## src/rtl/gpu_pkg.sv

```systemverilog
// Shared encodings and widths for the core scheduler, the instruction fetcher and the program-memory channel.
package gpu_pkg;

    localparam int PROGRAM_MEM_ADDR_BITS = 8;
    localparam int PROGRAM_MEM_DATA_BITS = 16;
    localparam int CACHE_LINES           = 8;

    typedef enum logic [2:0] {
        CORE_IDLE   = 3'b000,
        CORE_FETCH  = 3'b001,
        CORE_DECODE = 3'b010,
        CORE_DONE   = 3'b111
    } core_state_e;

    typedef enum logic [2:0] {
        FETCHER_IDLE     = 3'b000,
        FETCHER_FETCHING = 3'b001,
        FETCHER_FETCHED  = 3'b010
    } fetcher_state_e;

endpackage

```

## src/rtl/icache_array.sv

```systemverilog
// Direct-mapped instruction cache storage: one word per line, combinational read port,
// synchronous write port, async clear on reset and synchronous flush of all valid bits.
module icache_array #(
    parameter int LINES  = 8,
    parameter int IDX_W  = 3,
    parameter int TAG_W  = 5,
    parameter int DATA_W = 16
) (
    input  logic              clk,
    input  logic              rst_n,
    input  logic              i_flush,
    input  logic [IDX_W-1:0]  i_rd_idx,
    output logic              o_rd_valid,
    output logic [TAG_W-1:0]  o_rd_tag,
    output logic [DATA_W-1:0] o_rd_data,
    input  logic              i_wr_en,
    input  logic [IDX_W-1:0]  i_wr_idx,
    input  logic [TAG_W-1:0]  i_wr_tag,
    input  logic [DATA_W-1:0] i_wr_data
);

    logic [LINES-1:0]  r_valid;
    logic [TAG_W-1:0]  r_tag  [LINES];
    logic [DATA_W-1:0] r_data [LINES];

    // Valid bits: flush wins over a same-cycle install.
    always_ff @(posedge clk or negedge rst_n) begin
        if (!rst_n) begin
            r_valid <= '0;
        end else if (i_flush) begin
            r_valid <= '0;
        end else if (i_wr_en) begin
            r_valid[i_wr_idx] <= 1'b1;
        end else begin
            r_valid <= r_valid;
        end
    end

    // Tag and data storage, written on a line fill.
    always_ff @(posedge clk or negedge rst_n) begin
        if (!rst_n) begin
            for (int i = 0; i < LINES; i++) begin
                r_tag[i]  <= '0;
                r_data[i] <= '0;
            end
        end else if (i_wr_en) begin
            r_tag[i_wr_idx]  <= i_wr_tag;
            r_data[i_wr_idx] <= i_wr_data;
        end
    end

    assign o_rd_valid = r_valid[i_rd_idx];
    assign o_rd_tag   = r_tag[i_rd_idx];
    assign o_rd_data  = r_data[i_rd_idx];

endmodule

```

## src/rtl/fetcher_icache.sv

```systemverilog
// Instruction fetcher for one core: answers the scheduler's FETCH phase from a small
// direct-mapped cache, falling back to a program-memory read on a miss.
module fetcher_icache
    import gpu_pkg::*;
#(
    parameter int PROGRAM_MEM_ADDR_BITS = gpu_pkg::PROGRAM_MEM_ADDR_BITS,
    parameter int PROGRAM_MEM_DATA_BITS = gpu_pkg::PROGRAM_MEM_DATA_BITS,
    parameter int CACHE_LINES           = gpu_pkg::CACHE_LINES
) (
    input  logic                             clk,
    input  logic                             reset,
    input  logic [2:0]                       core_state,
    input  logic [PROGRAM_MEM_ADDR_BITS-1:0] current_pc,
    input  logic                             flush,
    output logic                             mem_read_valid,
    output logic [PROGRAM_MEM_ADDR_BITS-1:0] mem_read_address,
    input  logic                             mem_read_ready,
    input  logic [PROGRAM_MEM_DATA_BITS-1:0] mem_read_data,
    output logic [2:0]                       fetcher_state,
    output logic [PROGRAM_MEM_DATA_BITS-1:0] instruction,
    output logic                             cache_hit
);

    localparam int IDX_W = $clog2(CACHE_LINES);
    localparam int TAG_W = PROGRAM_MEM_ADDR_BITS - IDX_W;

    fetcher_state_e                     r_state, w_state_nxt;
    logic                               r_valid, w_valid_nxt;
    logic [PROGRAM_MEM_ADDR_BITS-1:0]   r_addr, w_addr_nxt;
    logic [PROGRAM_MEM_DATA_BITS-1:0]   r_instr, w_instr_nxt;
    logic                               r_hit, w_hit_nxt;
    logic                               r_drop, w_drop_nxt;
    logic                               w_wr_en;
    logic                               w_rd_valid;
    logic [TAG_W-1:0]                   w_rd_tag;
    logic [PROGRAM_MEM_DATA_BITS-1:0]   w_rd_data;
    logic                               w_fetch_req;
    logic                               w_hit;

    icache_array #(
        .LINES  (CACHE_LINES),
        .IDX_W  (IDX_W),
        .TAG_W  (TAG_W),
        .DATA_W (PROGRAM_MEM_DATA_BITS)
    ) u_array (
        .clk        (clk),
        .rst_n      (reset),
        .i_flush    (flush),
        .i_rd_idx   (current_pc[IDX_W-1:0]),
        .o_rd_valid (w_rd_valid),
        .o_rd_tag   (w_rd_tag),
        .o_rd_data  (w_rd_data),
        .i_wr_en    (w_wr_en),
        .i_wr_idx   (r_addr[IDX_W-1:0]),
        .i_wr_tag   (r_addr[PROGRAM_MEM_ADDR_BITS-1:IDX_W]),
        .i_wr_data  (mem_read_data)
    );

    assign w_fetch_req = (core_state == CORE_FETCH);
    assign w_hit       = w_rd_valid && (w_rd_tag == current_pc[PROGRAM_MEM_ADDR_BITS-1:IDX_W]);

    // State register.
    always_ff @(posedge clk or negedge reset) begin
        if (!reset) begin
            r_state <= FETCHER_IDLE;
        end else begin
            r_state <= w_state_nxt;
        end
    end

    // Next-state logic; a fill in flight always completes even if the scheduler moves on.
    always_comb begin
        w_state_nxt = r_state;
        case (r_state)
            FETCHER_IDLE: begin
                if (w_fetch_req) begin
                    w_state_nxt = w_hit ? FETCHER_FETCHED : FETCHER_FETCHING;
                end else begin
                    w_state_nxt = FETCHER_IDLE;
                end
            end
            FETCHER_FETCHING: begin
                if (mem_read_ready) begin
                    w_state_nxt = FETCHER_FETCHED;
                end else begin
                    w_state_nxt = FETCHER_FETCHING;
                end
            end
            FETCHER_FETCHED: begin
                if (core_state == CORE_DECODE) begin
                    w_state_nxt = FETCHER_IDLE;
                end else begin
                    w_state_nxt = FETCHER_FETCHED;
                end
            end
            default: w_state_nxt = FETCHER_IDLE;
        endcase
    end

    // Output/datapath next values; a flush seen at any point of a fill suppresses the install.
    always_comb begin
        w_valid_nxt = r_valid;
        w_addr_nxt  = r_addr;
        w_instr_nxt = r_instr;
        w_hit_nxt   = 1'b0;
        w_drop_nxt  = 1'b0;
        w_wr_en     = 1'b0;
        case (r_state)
            FETCHER_IDLE: begin
                if (w_fetch_req && w_hit) begin
                    w_instr_nxt = w_rd_data;
                    w_hit_nxt   = 1'b1;
                end else if (w_fetch_req) begin
                    w_valid_nxt = 1'b1;
                    w_addr_nxt  = current_pc;
                end else begin
                    w_valid_nxt = 1'b0;
                end
            end
            FETCHER_FETCHING: begin
                if (mem_read_ready) begin
                    w_valid_nxt = 1'b0;
                    w_instr_nxt = mem_read_data;
                    w_wr_en     = !(r_drop || flush);
                end else begin
                    w_drop_nxt  = r_drop || flush;
                end
            end
            FETCHER_FETCHED: w_valid_nxt = 1'b0;
            default:         w_valid_nxt = 1'b0;
        endcase
    end

    // Registered outputs and drop flag.
    always_ff @(posedge clk or negedge reset) begin
        if (!reset) begin
            r_valid <= 1'b0;
            r_addr  <= '0;
            r_instr <= '0;
            r_hit   <= 1'b0;
            r_drop  <= 1'b0;
        end else begin
            r_valid <= w_valid_nxt;
            r_addr  <= w_addr_nxt;
            r_instr <= w_instr_nxt;
            r_hit   <= w_hit_nxt;
            r_drop  <= w_drop_nxt;
        end
    end

    assign mem_read_valid   = r_valid;
    assign mem_read_address = r_addr;
    assign fetcher_state    = r_state;
    assign instruction      = r_instr;
    assign cache_hit        = r_hit;

endmodule
```

## config.mk

```make
export PLATFORM = sky130hd
export DESIGN_NAME = fetcher_icache
export DESIGN_NICKNAME = d
export VERILOG_FILES = /design/src/rtl/gpu_pkg.sv /design/src/rtl/icache_array.sv /design/src/rtl/fetcher_icache.sv
export SDC_FILE = /design/constraint.sdc
export NUM_CORES = 1
export LEC_CHECK = 0
export CAP_MARGIN = 20
export CORE_UTILIZATION = 50
export CTS_CLUSTER_DIAMETER = 200
export DETAILED_ROUTE_END_ITERATION = 7
export PLACE_DENSITY = 0.73
export SYNTH_ARGS = -nofsm -noshare
export SYNTH_HDL_FRONTEND = slang
export SYNTH_SLANG_ARGS = --single-unit
```

## constraint.sdc

```tcl
create_clock -name clk -period 6.2 [get_ports clk]
set_clock_uncertainty 0.15 [all_clocks]
set_input_delay 1.24 -clock clk [delete_from_list [all_inputs] [get_ports clk]]
set_output_delay 1.24 -clock clk [all_outputs]
set_load 0.1 [all_outputs]
```

## After elaboration in Yosys (flattened, before gate mapping)

Index checks and enable logic that the tools add are counted.
W data, S select, Z words.

- Flip-flop bits (word level): 206
- Output and inout bits: 29
- Logic and storage cells: 89

- Magnitude comparators: 6
- Eq/ne operators: 8
- Muxes and demuxes: 36
- Bitwise logic cells: 4
- Reduce and logical (&&, ||, !) cells: 12

Operators with widths:

| operator | number |
|---|---|
| $bwmux W128 | 1 |
| $mux W16 | 5 |
| $bmux W16 S3 | 1 |
| $demux W16 S3 | 1 |
| $bwmux W40 | 1 |
| $pmux W16 S2 | 1 |
| $mux W8 | 2 |
| $bmux W5 S3 | 1 |
| $demux W5 S3 | 1 |
| $mux W5 | 3 |
| $mux W1 | 11 |
| $pmux W3 S3 | 1 |
| $ge A4 B4 Y1 const B | 2 |
| $lt A3 B4 Y1 const B | 2 |
| $mux W2 | 4 |
| $not A3 Y4 | 2 |
| $or A8 B8 Y8 | 1 |
| $eq A3 B1 Y1 const B | 2 |
| $eq A3 B2 Y1 const B | 2 |
| $ne A2 B2 Y1 const B | 3 |
| $reduce_and A3 Y1 | 2 |
| $eq A5 B5 Y1 | 1 |
| $logic_and A1 B1 Y1 | 4 |
| $lt A4 B1 Y1 const B | 1 |
| other kinds (10) | 11 |

## Depth between registers and ports, before layout

Gate-level depths: netlist of run 1.

- Depth in word-level cells: 9
- Mapped depth: 10
- Mapped depth without buffers: 6

## Modules after synthesis

From an unflattened synthesis of run 1, not the netlist that was laid out.

- Cell total of the unflattened synthesis: 567
- Area, all modules: 9193.8 µm²

Modules (own cells, without submodules):

| module | instances | cells each | area each (µm²) | sequential area each (µm²) |
|---|---|---|---|---|
| icache_array | 1 | 463 | 7857.5 | 4404.2 |
| fetcher_icache | 1 | 104 | 1336.3 | 725.7 |

## Least setup slack after synthesis of run 1

No wires, ideal clock.

- Kind: input to register
- Start point: in current_pc[0]
- End point: reg r_instr[14], in the netlist instruction[14]
- Setup time: 0.138 ns
- Data arrival time: 3.155 ns
- Path slack: 2.757 ns
- Stages: 10
- Buffers on the path: 4
- Cells stage by stage: buf_6 -> buf_8 -> buf_6 -> buf_2 -> mux4_2 -> and3_1 -> a221oi_1 -> o21ai_0 -> a31oi_1 -> o211ai_1

- Longest elaborated chain between the ends: 9

Ends and longest elaborated chain:

| element | RTL line | text |
|---|---|---|
| start, declared | fetcher_icache.sv:13 | `input logic [PROGRAM_MEM_ADDR_BITS-1:0] current_pc,` |
| $not A3 Y4 (implied by the code) | icache_array.sv:53, icache_array.sv:54 |  |
| $bmux W5 S3 | icache_array.sv:53 | `assign o_rd_tag = r_tag[i_rd_idx];` |
| $mux W5 (implied by the code) (2 in series) | icache_array.sv:53 |  |
| $eq A5 B5 Y1 | fetcher_icache.sv:60 | `assign w_hit = w_rd_valid && (w_rd_tag == current_pc[PROGRAM_MEM_ADDR_BITS-1:IDX_W]);` |
| $logic_and A1 B1 Y1 | fetcher_icache.sv:60 |  |
| $logic_and A1 B1 Y1 | fetcher_icache.sv:110 | `if (w_fetch_req && w_hit) begin` |
| $ne A2 B2 Y1 (no line) | n/a |  |
| $reduce_and A3 Y1 (no line) | n/a |  |
| end signal, assigned | fetcher_icache.sv:145 | `r_instr <= w_instr_nxt;` |
| end, declared | fetcher_icache.sv:30 | `logic [PROGRAM_MEM_DATA_BITS-1:0] r_instr, w_instr_nxt;` |

Parallel ways exist; a longest one is shown, timed or not. The select of a mux whose other input is x is not followed.
A chain may end at the register's enable or synchronous reset.

## Worst setup path in the final report of run 1

- Start point: in current_pc[0]
- End point: reg r_addr[5], in the netlist mem_read_address[5]

- Longest elaborated chain between the ends: 9

Ends and longest elaborated chain:

| element | RTL line | text |
|---|---|---|
| $not A3 Y4 (implied by the code) | icache_array.sv:53 |  |
| $bmux W5 S3 | icache_array.sv:53 |  |
| $mux W5 (implied by the code) (2 in series) | icache_array.sv:53 |  |
| $eq A5 B5 Y1 | fetcher_icache.sv:60 |  |
| $logic_and A1 B1 Y1 (*) | fetcher_icache.sv:60 |  |
| $logic_and A1 B1 Y1 (*) | fetcher_icache.sv:110 |  |
| $not A1 Y1 (no line) (*) | n/a |  |
| $reduce_and A3 Y1 (no line) (*) | n/a |  |
| end signal, assigned | fetcher_icache.sv:144 | `r_addr <= w_addr_nxt;` |
| end, declared | fetcher_icache.sv:29 | `logic [PROGRAM_MEM_ADDR_BITS-1:0] r_addr, w_addr_nxt;` |

Every way passes the cells marked *; elsewhere a longest branch is shown, timed or not. The select of a mux whose other input is x is not followed.

==> results.md, run 1 <==
Status:
- The flow ran to the end, and the final reports show no timing, DRC or antenna violations.

Die:
- The initialized floorplan defines 50 standard-cell rows.
- 60 I/O pins were placed.
- The floorplan step set the die width to ~140 µm.
- The full die area is about 0.02 mm².
- The initial utilization of the core area, before any placement, comes to ~51%.
- The core area is ~0.019 mm².
- The die is 141 µm tall.

Critical path:
- For flop-to-flop paths, the worst setup slack is 2860 ps.
- The capture point of the worst reg-to-reg path is u_array.r_data[125].
- STA classifies the critical path endpoint as a register.
- The worst setup path is launched from a primary input.
- The critical path is of the primary input to register type.
- Counting cells, the worst reg-to-reg path comes to 7.
- Data on the critical path is required at its endpoint by 6430 ps.
- Along the worst path, the maximum fanout reaches 28.
- The launch instance of the worst register-to-register path is fetcher_state[0].
- Data on the critical path arrives at its endpoint at 4130 ps.

Global routing:
- The maximum number of pins on one net before global-route repair is 129.
- The number of antenna violations at the first check in global routing was 0.
- The first global-routing pass estimated approximately 37000 µm of wire.
- The total congestion overflow after global routing is 0.
- In the global route stage, overall resource usage came out at 24.4%.
- The via count of the first global-routing pass is 6639.

Placement:
- The setup slack after placement is between 1500 and 2000 ps.
- The half-perimeter wire length of the detailed placement result is between 10000 and 15000 µm.
- The count of buffers added on input and output ports is 58.
- The congestion estimate from routability-driven global placement came to between 0.7 and 0.8.

Min path:
- Counting instances, the worst hold path has a depth of 1.
- The min-delay analysis places its worst path in the category register to register.
- The hold-critical path endpoint is u_array.r_data[80].
- The startpoint identified for the worst hold timing path is u_array.r_data[80].

Synth:
- Ranked by total cell area, the synthesized netlist is headed by sky130_fd_sc_hd__dfrtp_1, sky130_fd_sc_hd__mux2_2, sky130_fd_sc_hd__mux4_2.
- The commonest cells after synthesis are sky130_fd_sc_hd__dfrtp_1, sky130_fd_sc_hd__mux2_2, sky130_fd_sc_hd__mux4_2.
- The share of synthesized area in the top cell type comes to a little over half.
- The number of warnings printed during yosys synthesis is 0.
- The portion of the post-synthesis area used by sequential elements is about 53%.
- The number of enable-type register cells in the synthesized netlist is 0.
- sky130_fd_sc_hd__dfrtp_1 takes more of the synthesized area than any other cell.
- The netlist area before placement is roughly 0.0097 mm².
- The netlist uses 48 different library cells.
- In the synthesized netlist the dominant register cell turns out to be sky130_fd_sc_hd__dfrtp_1.
- The average cell area after synthesis is around 14 µm².
- Counting flops and latches in the post-synthesis netlist gives 205.
- For this run, asynchronously set or reset flops after synthesis account for 100%.
- The dominant cell by count in the synthesized netlist is sky130_fd_sc_hd__dfrtp_1.
- The net count of the mapped netlist is just over 700.
- Counting every instance in the synthesized netlist gives 684.

Power:
- The maximum ir drop on the vdd rail is 0.000214 V.
- In this run the static leakage power is approximately 5.1 nW.
- Power spread over the standard cell area amounts to between 300 and 400 mW/mm².

Clock tree:
- Once the clock tree was built, the resizer swapped 0 gates to a different size.
- The later pin in the worst-skew pair is clocked with a latency of approximately 500 ps.
- CTS placed an instance of sky130_fd_sc_hd__clkbuf_16 at the clock tree root.
- The CTS sink count is ~200.
- TritonCTS built the clock tree.
- In this run, post-CTS hold repair placed 0 buffers.
- The number of buffers created by CTS is 22.
- The post-CTS repair timing setup buffer count is 0.
- Clock-pin slew was measured on the worst setup and hold paths at approximately 60 ps.
- The deepest level of the CTS H-tree is 1.
- The clock passes through at most 3 buffers.

Routing:
- The detailed-routing iteration count for the pre-antenna-repair pass is 4.
- After detailed routing, the number of vias per cell comes to 6.18.
- In the routed design, unresolved DRC markers number 0.
- The via count is between 6000 and 7000.
- In the final routed layout, each cell accounts on average for ~23 µm.
- The routed wire length is around 23000 µm.
- In this run the remaining antenna-violating nets after routing total 0.
- The DRC violation total after the first TritonRoute iteration is between 300 and 400.

Cells and area:
- Relative to the synthesized area, the layout overhead comes to 15.9%.
- The end-of-flow core utilization is 59.6%.
- The share of layout cells above drive strength 1 is roughly 37%.
- The final layout net count is between 700 and 800.
- The number of filler instances in the final layout is between 1000 and 1500.
- The number of diodes is 0.

Timing:
- For the pin with the worst max-slew slack, the measured transition is 1020 ps.
- Setup violations remaining at the end of the flow were counted as 0.
- The worst path needs slightly below 4000 ps of the cycle, external delays included.
- The worst slew margin relative to its limit is a little under a third.
- The number of hold-slack violations in the final timing report is 0.
- The ratio of final minimum period to clock period is a little over three fifths.
- The achievable frequency is 256 MHz.
- Setup repair after global routing left no endpoint under its margin.
- The setup TNS is 0 ps.
- The final critical-path setup slack is ~2300 ps.
- The final count of pins violating max slew is 0.

Flow run:
- Max-cap violations in this run came to 0.
[state kept, by name, summed over array words and instances (netlist names)]
name              cells
fetcher_state         2
mem_read_address      8
u_array.r_tag        40
cache_hit             1
u_array.r_valid       8
u_array.r_data      128
mem_read_valid        1
r_drop                1
instruction          16
[critical path, stage by stage]
cell,delay (ps)
sky130_fd_sc_hd__buf_2,680
sky130_fd_sc_hd__mux4_1,660
sky130_fd_sc_hd__mux2_2,280
sky130_fd_sc_hd__o21ai_1,210
sky130_fd_sc_hd__nor2_1,140
sky130_fd_sc_hd__a31oi_4,500
sky130_fd_sc_hd__mux2_2,400
[where the power goes]
part | switching [mW] | internal [mW]
Sequential | 0.245 | 1.69
Combinational | 0.602 | 0.544
Clock | 0.515 | 0.788
Total | 1.36 | 3.02
[how the worst max path moves through the flow]
stage | to | cells after the start | from | slack, ps
finish | mem_read_address[5] | 7 | current_pc[0] | 2300
global route | instruction[15] | 8 | current_pc[0] | 2100
CTS | mem_read_address[5] | 7 | current_pc[0] | 2270
detailed placement | mem_read_address[5] | 7 | current_pc[0] | 1750
global placement | mem_read_address[0] | 7 | current_pc[0] | 1780
floorplan | instruction[14] | 10 | current_pc[0] | 2760
[through the flow]
stage | hold WS (ps) | area, µm² | power (mW) | instances
final | 342 | 11200 | 4.39 | 1007
after global routing | 355 | 11200 | 4.57 | 1007
after CTS | 346 | 11200 | 4.40 | 1006
after detailed placement | 333 | 10500 | 3.09 | 967
after global placement | 313 | 10500 | 3.01 | 967
after floorplan | 300 | 9680 | 2.74 | 684
[routing by layer]
layer,wire [µm],global-route usage (%)
met1,9950,32.7
met2,11700,41.8
met3,1070,2.96
met4,407,6.98
met5,0,0
[placed cells by master (no fill, tap or decap), types with 2 or more instances in the layout]
cell	n
sky130_fd_sc_hd__mux2_2	175
sky130_fd_sc_hd__nor2_1	13
sky130_fd_sc_hd__nor2b_1	2
sky130_fd_sc_hd__clkbuf_8	3
sky130_fd_sc_hd__a31oi_1	16
sky130_fd_sc_hd__and3_1	17
sky130_fd_sc_hd__nand2_1	5
sky130_fd_sc_hd__clkinv_2	2
sky130_fd_sc_hd__clkdlybuf4s50_1	55
sky130_fd_sc_hd__buf_2	2
sky130_fd_sc_hd__a221oi_1	16
sky130_fd_sc_hd__nor3_1	3
sky130_fd_sc_hd__or3_1	17
sky130_fd_sc_hd__buf_4	19
sky130_fd_sc_hd__clkbuf_16	23
sky130_fd_sc_hd__o21ai_0	18
sky130_fd_sc_hd__mux4_1	3
sky130_fd_sc_hd__mux4_2	37
sky130_fd_sc_hd__nand2b_1	2
sky130_fd_sc_hd__o211ai_1	32
sky130_fd_sc_hd__a21oi_1	5
sky130_fd_sc_hd__nand3_1	19
sky130_fd_sc_hd__xnor2_1	2
sky130_fd_sc_hd__mux2i_1	6
sky130_fd_sc_hd__mux2_1	6
sky130_fd_sc_hd__inv_1	6
sky130_fd_sc_hd__clkbuf_1	9
sky130_fd_sc_hd__nand3b_1	2
sky130_fd_sc_hd__dfrtp_1	205
sky130_fd_sc_hd__bufinv_16	2
[area by class of cell]
| cell class | instances | area, µm² | area share (%) |
|---|---|---|---|
| inverters | 6 | 22.5 | 0.201 |
| flip-flops and latches | 205 | 5130 | 45.7 |
| clock inverters | 5 | 77.6 | 0.691 |
| clock buffers | 34 | 637 | 5.68 |
| multi-input cells | 419 | 4280 | 38.2 |
| well taps | 260 | 325 | 2.90 |
| repair buffers | 78 | 744 | 6.63 |
[cell families after synthesis]
| kind of cell | Yosys count | synth area share [%] |
|---|---|---|
| AO/OA/AOI/OAI | 99 | 7.27 |
| XOR/XNOR | 3 | 0.349 |
| buffers and inverters | 60 | 3.00 |
| flip-flops | 205 | 53.0 |
| multiplexers | 228 | 31.3 |
| other | 1 | 0.0387 |
| AND/OR/NAND/NOR | 88 | 5.04 |
(Power assumes the default switching activity.)
==> run 2: changes to the inputs <==
- clock period: 6.2 -> 3.7 ns (I/O delays scaled with it)
==> run 2 against run 1 <==
  * Largest cell class unchanged
  * Combinational power up 68%
  * Clock power up 64%
  * Highest routed layer unchanged
  * Sequential share of layout area down 0.37 points
  * Wire length up 0.32%
  * Power up 67%
  * Largest power group unchanged
  * Design area up 0.81%
  * Via count up 0.56%
==> results.md, run 2 (synthesis gave the netlist of run 1 again) <==
Clock tree:
- No sink is reached through more buffers than the 3 on the longest clock path.
- The number of buffers created by CTS is 21.
- The latest clock arrival within the worst-skew pair is around 490 ps.
- After clock tree synthesis, the repair step resized 0 gates.
- The clock-pin slew reported for the worst setup and hold paths after clock tree synthesis is 60 ps.
- The count of hold-fix buffers inserted at cts is 0.
- The clock tree from TritonCTS is done.
- In this run the number of H-tree levels came out at 1.
- The CTS sink count is 205.
- Clock tree synthesis selected as its root buffer the cell sky130_fd_sc_hd__clkbuf_16.
- Buffers added to address setup during post-CTS repair amount to 0.

Status:
- The run finished with clean final reports.

Die:
- The die extent in x is roughly 140 µm.
- The floorplan has 50 rows.
- The floorplan step defined a core boundary enclosing 0.0188 mm².
- The full die area is about 0.020 mm².
- The number of primary I/O pins is 60.
- Once the floorplan was initialized, standard cells occupied 51.4% of the core.
- The die outline height is between 100 and 150 µm.

Power:
- The clock group share of total power is between 20% and 30%.
- Of the total power, combinational logic draws a little over a quarter.
- The leakage power of the design is 5.22 nW.
- The total power per unit cell area is ~650 mW/mm².
- The sequential share of power is between 40 and 50%.
- The internal portion of total power is approximately 5 mW.
- The switching share of power is between 30% and 40%.
- The net switching power of the design is 2.29 mW.
- IR analysis of the VDD net gives a maximum drop of around 0.00030 V.

Critical path:
- The type of element launching the critical path is a register.
- For the worst setup path, the data required time is roughly 3900 ps.
- STA classifies the critical path endpoint as a register.
- The setup check on the worst reg-to-reg path leaves a slack of around 640 ps.
- In this run the worst path has a maximum fanout of 13.
- The path type of the worst setup path is register to register.
- Data on the critical path arrives at its endpoint at between 3000 and 4000 ps.

Global routing:
- The first-pass GRT wire length is ~37000 µm.
- The number of antenna violations at the first check in global routing is 1.
- The via count of the first global-routing pass is slightly below 7000.
- The maximum number of pins on one net before global-route repair is 70.
- In the global route stage, overall resource usage came out at around 25%.
- Summed over all layers, the global routing overflow is 0.

Timing:
- The achievable frequency is 327 MHz.
- The final setup violation count is 0.
- Counting I/O delays and the setup requirement, the final critical path takes slightly above 3000 ps.
- The final count of pins violating max slew came to 0.
- In the finished design, the share of the clock period the worst path needs comes to between 80% and 90%.
- The number of hold-slack violations in the final timing report was 0.
- For the pin with the worst max-slew slack, the measured transition is between 900 and 1000 ps.
- Headroom to the max-slew limit came out at 34.5%.
- In the final timing run, aggregate negative setup slack is 0 ps.
- Setup repair after global routing left no endpoint under its margin.
- The final critical-path setup slack is roughly 640 ps.

Cells and area:
- The flip-flop count of the largest register after layout is 128.
- The final layout net count is slightly below 800.
- Leaving out fill and tap cells, the most frequent cell in the layout is sky130_fd_sc_hd__dfrtp_1.
- From synthesis to final layout, the design area changed by 16.8%.
- The largest register by flop count is u_array.r_data.
- Cells with a size suffix above 1 make up 40.4% of the layout.
- Leaving out fill and tap cells, the most frequent cells in the layout are sky130_fd_sc_hd__dfrtp_1, sky130_fd_sc_hd__mux2_2, sky130_fd_sc_hd__buf_4.

Routing:
- The detail route stage leaves a number of antenna-violating nets equal to 0.
- The DRC violation total after the first TritonRoute iteration is 369.
- The routed design has ~23000 µm of wire.
- The detailed-routing iteration count for the pre-antenna-repair pass is 5.
- After detailed routing, the average wire length per cell comes to ~23 µm.
- In the routed design, unresolved DRC markers number 0.
- The detailed router placed around 6300 vias in this run.
- Dividing the detail-routed via count by the number of cells gives roughly 6.1.

Placement:
- The number of I/O port buffers is slightly below 60.
- The placer's final routability congestion estimate is 0.875.
- After legalization and detailed placement, the total HPWL measured 15200 µm.
- Prior to clock tree synthesis, the placed netlist has a worst setup slack of roughly 370 ps.

Flow run:
- The max-cap check violation count is 0.

Min path:
- The path class of the tightest hold or removal check is primary input to asynchronous set/reset pin.
run 2: final timing paths:
path / startpoint / to / depth (start not counted)
max: fetcher_state[0] / u_array.r_data[95] / 6
min in group clk: u_array.r_data[80] / u_array.r_data[80] / 1
min: reset / u_array.r_data[57] / 1
max in group asynchronous: reset / instruction[7] / 2
max reg2reg: fetcher_state[0] / u_array.r_data[95] / 6
min reg2reg: u_array.r_data[80] / u_array.r_data[80] / 1
run 2: area by class of cell:
type	count	area [µm²]
repair buffers	93	845
diodes	1	2.50
well taps	260	325
fillers	1377	7520
flip-flops and latches	205	5130
inverters	6	22.5
multi-input cells	419	4280
clock buffers	27	598
clock inverters	10	105
run 2: routing by layer:
| metal | vias to the layer above | global-route usage (%) | wire, µm |
|---|---|---|---|
| li1 | 2743 | - | - |
| met1 | 3293 | 32.6 | 9640 |
| met2 | 176 | 40.7 | 11600 |
| met3 | 48 | 4.28 | 1340 |
| met4 | 0 | 9.21 | 654 |
| met5 | - | 0 | 0 |
run 2: per-stage QoR:
step / area, µm² / hold WS (ps) / cells / util (%) / power, mW
floorplan: 9680 / 294 / 684 / - / 4.59
global placement: 10600 / 312 / 983 / 56.3 / 5.05
detailed placement: 10600 / 326 / 983 / 56.3 / 5.20
CTS: 11300 / 117 / 1020 / 60.1 / 7.35
global route: 11300 / 136 / 1020 / 60.1 / 7.65
finish: 11300 / 89.5 / 1021 / 60.1 / 7.31
run 2: power groups by stage:
stage          registers (mW)  logic [mW]  clock network, mW
2_1_floorplan            3.49        1.11                  0
3_3_place_gp             3.21        1.85                  0
3_5_place_dp             3.28        1.92                  0
4_1_cts                  3.24        1.93               2.17
5_1_grt                  3.32        2.06               2.27
6_report                 3.26        1.93               2.13
run 2: worst max-delay path, cell delays in order (launching register included):
cell,delay [ps]
sky130_fd_sc_hd__dfrtp_1,440
sky130_fd_sc_hd__nor2b_1,660
sky130_fd_sc_hd__nand2_2,170
sky130_fd_sc_hd__or4_1,570
sky130_fd_sc_hd__nor3b_2,250
sky130_fd_sc_hd__buf_4,320
sky130_fd_sc_hd__mux2_2,380
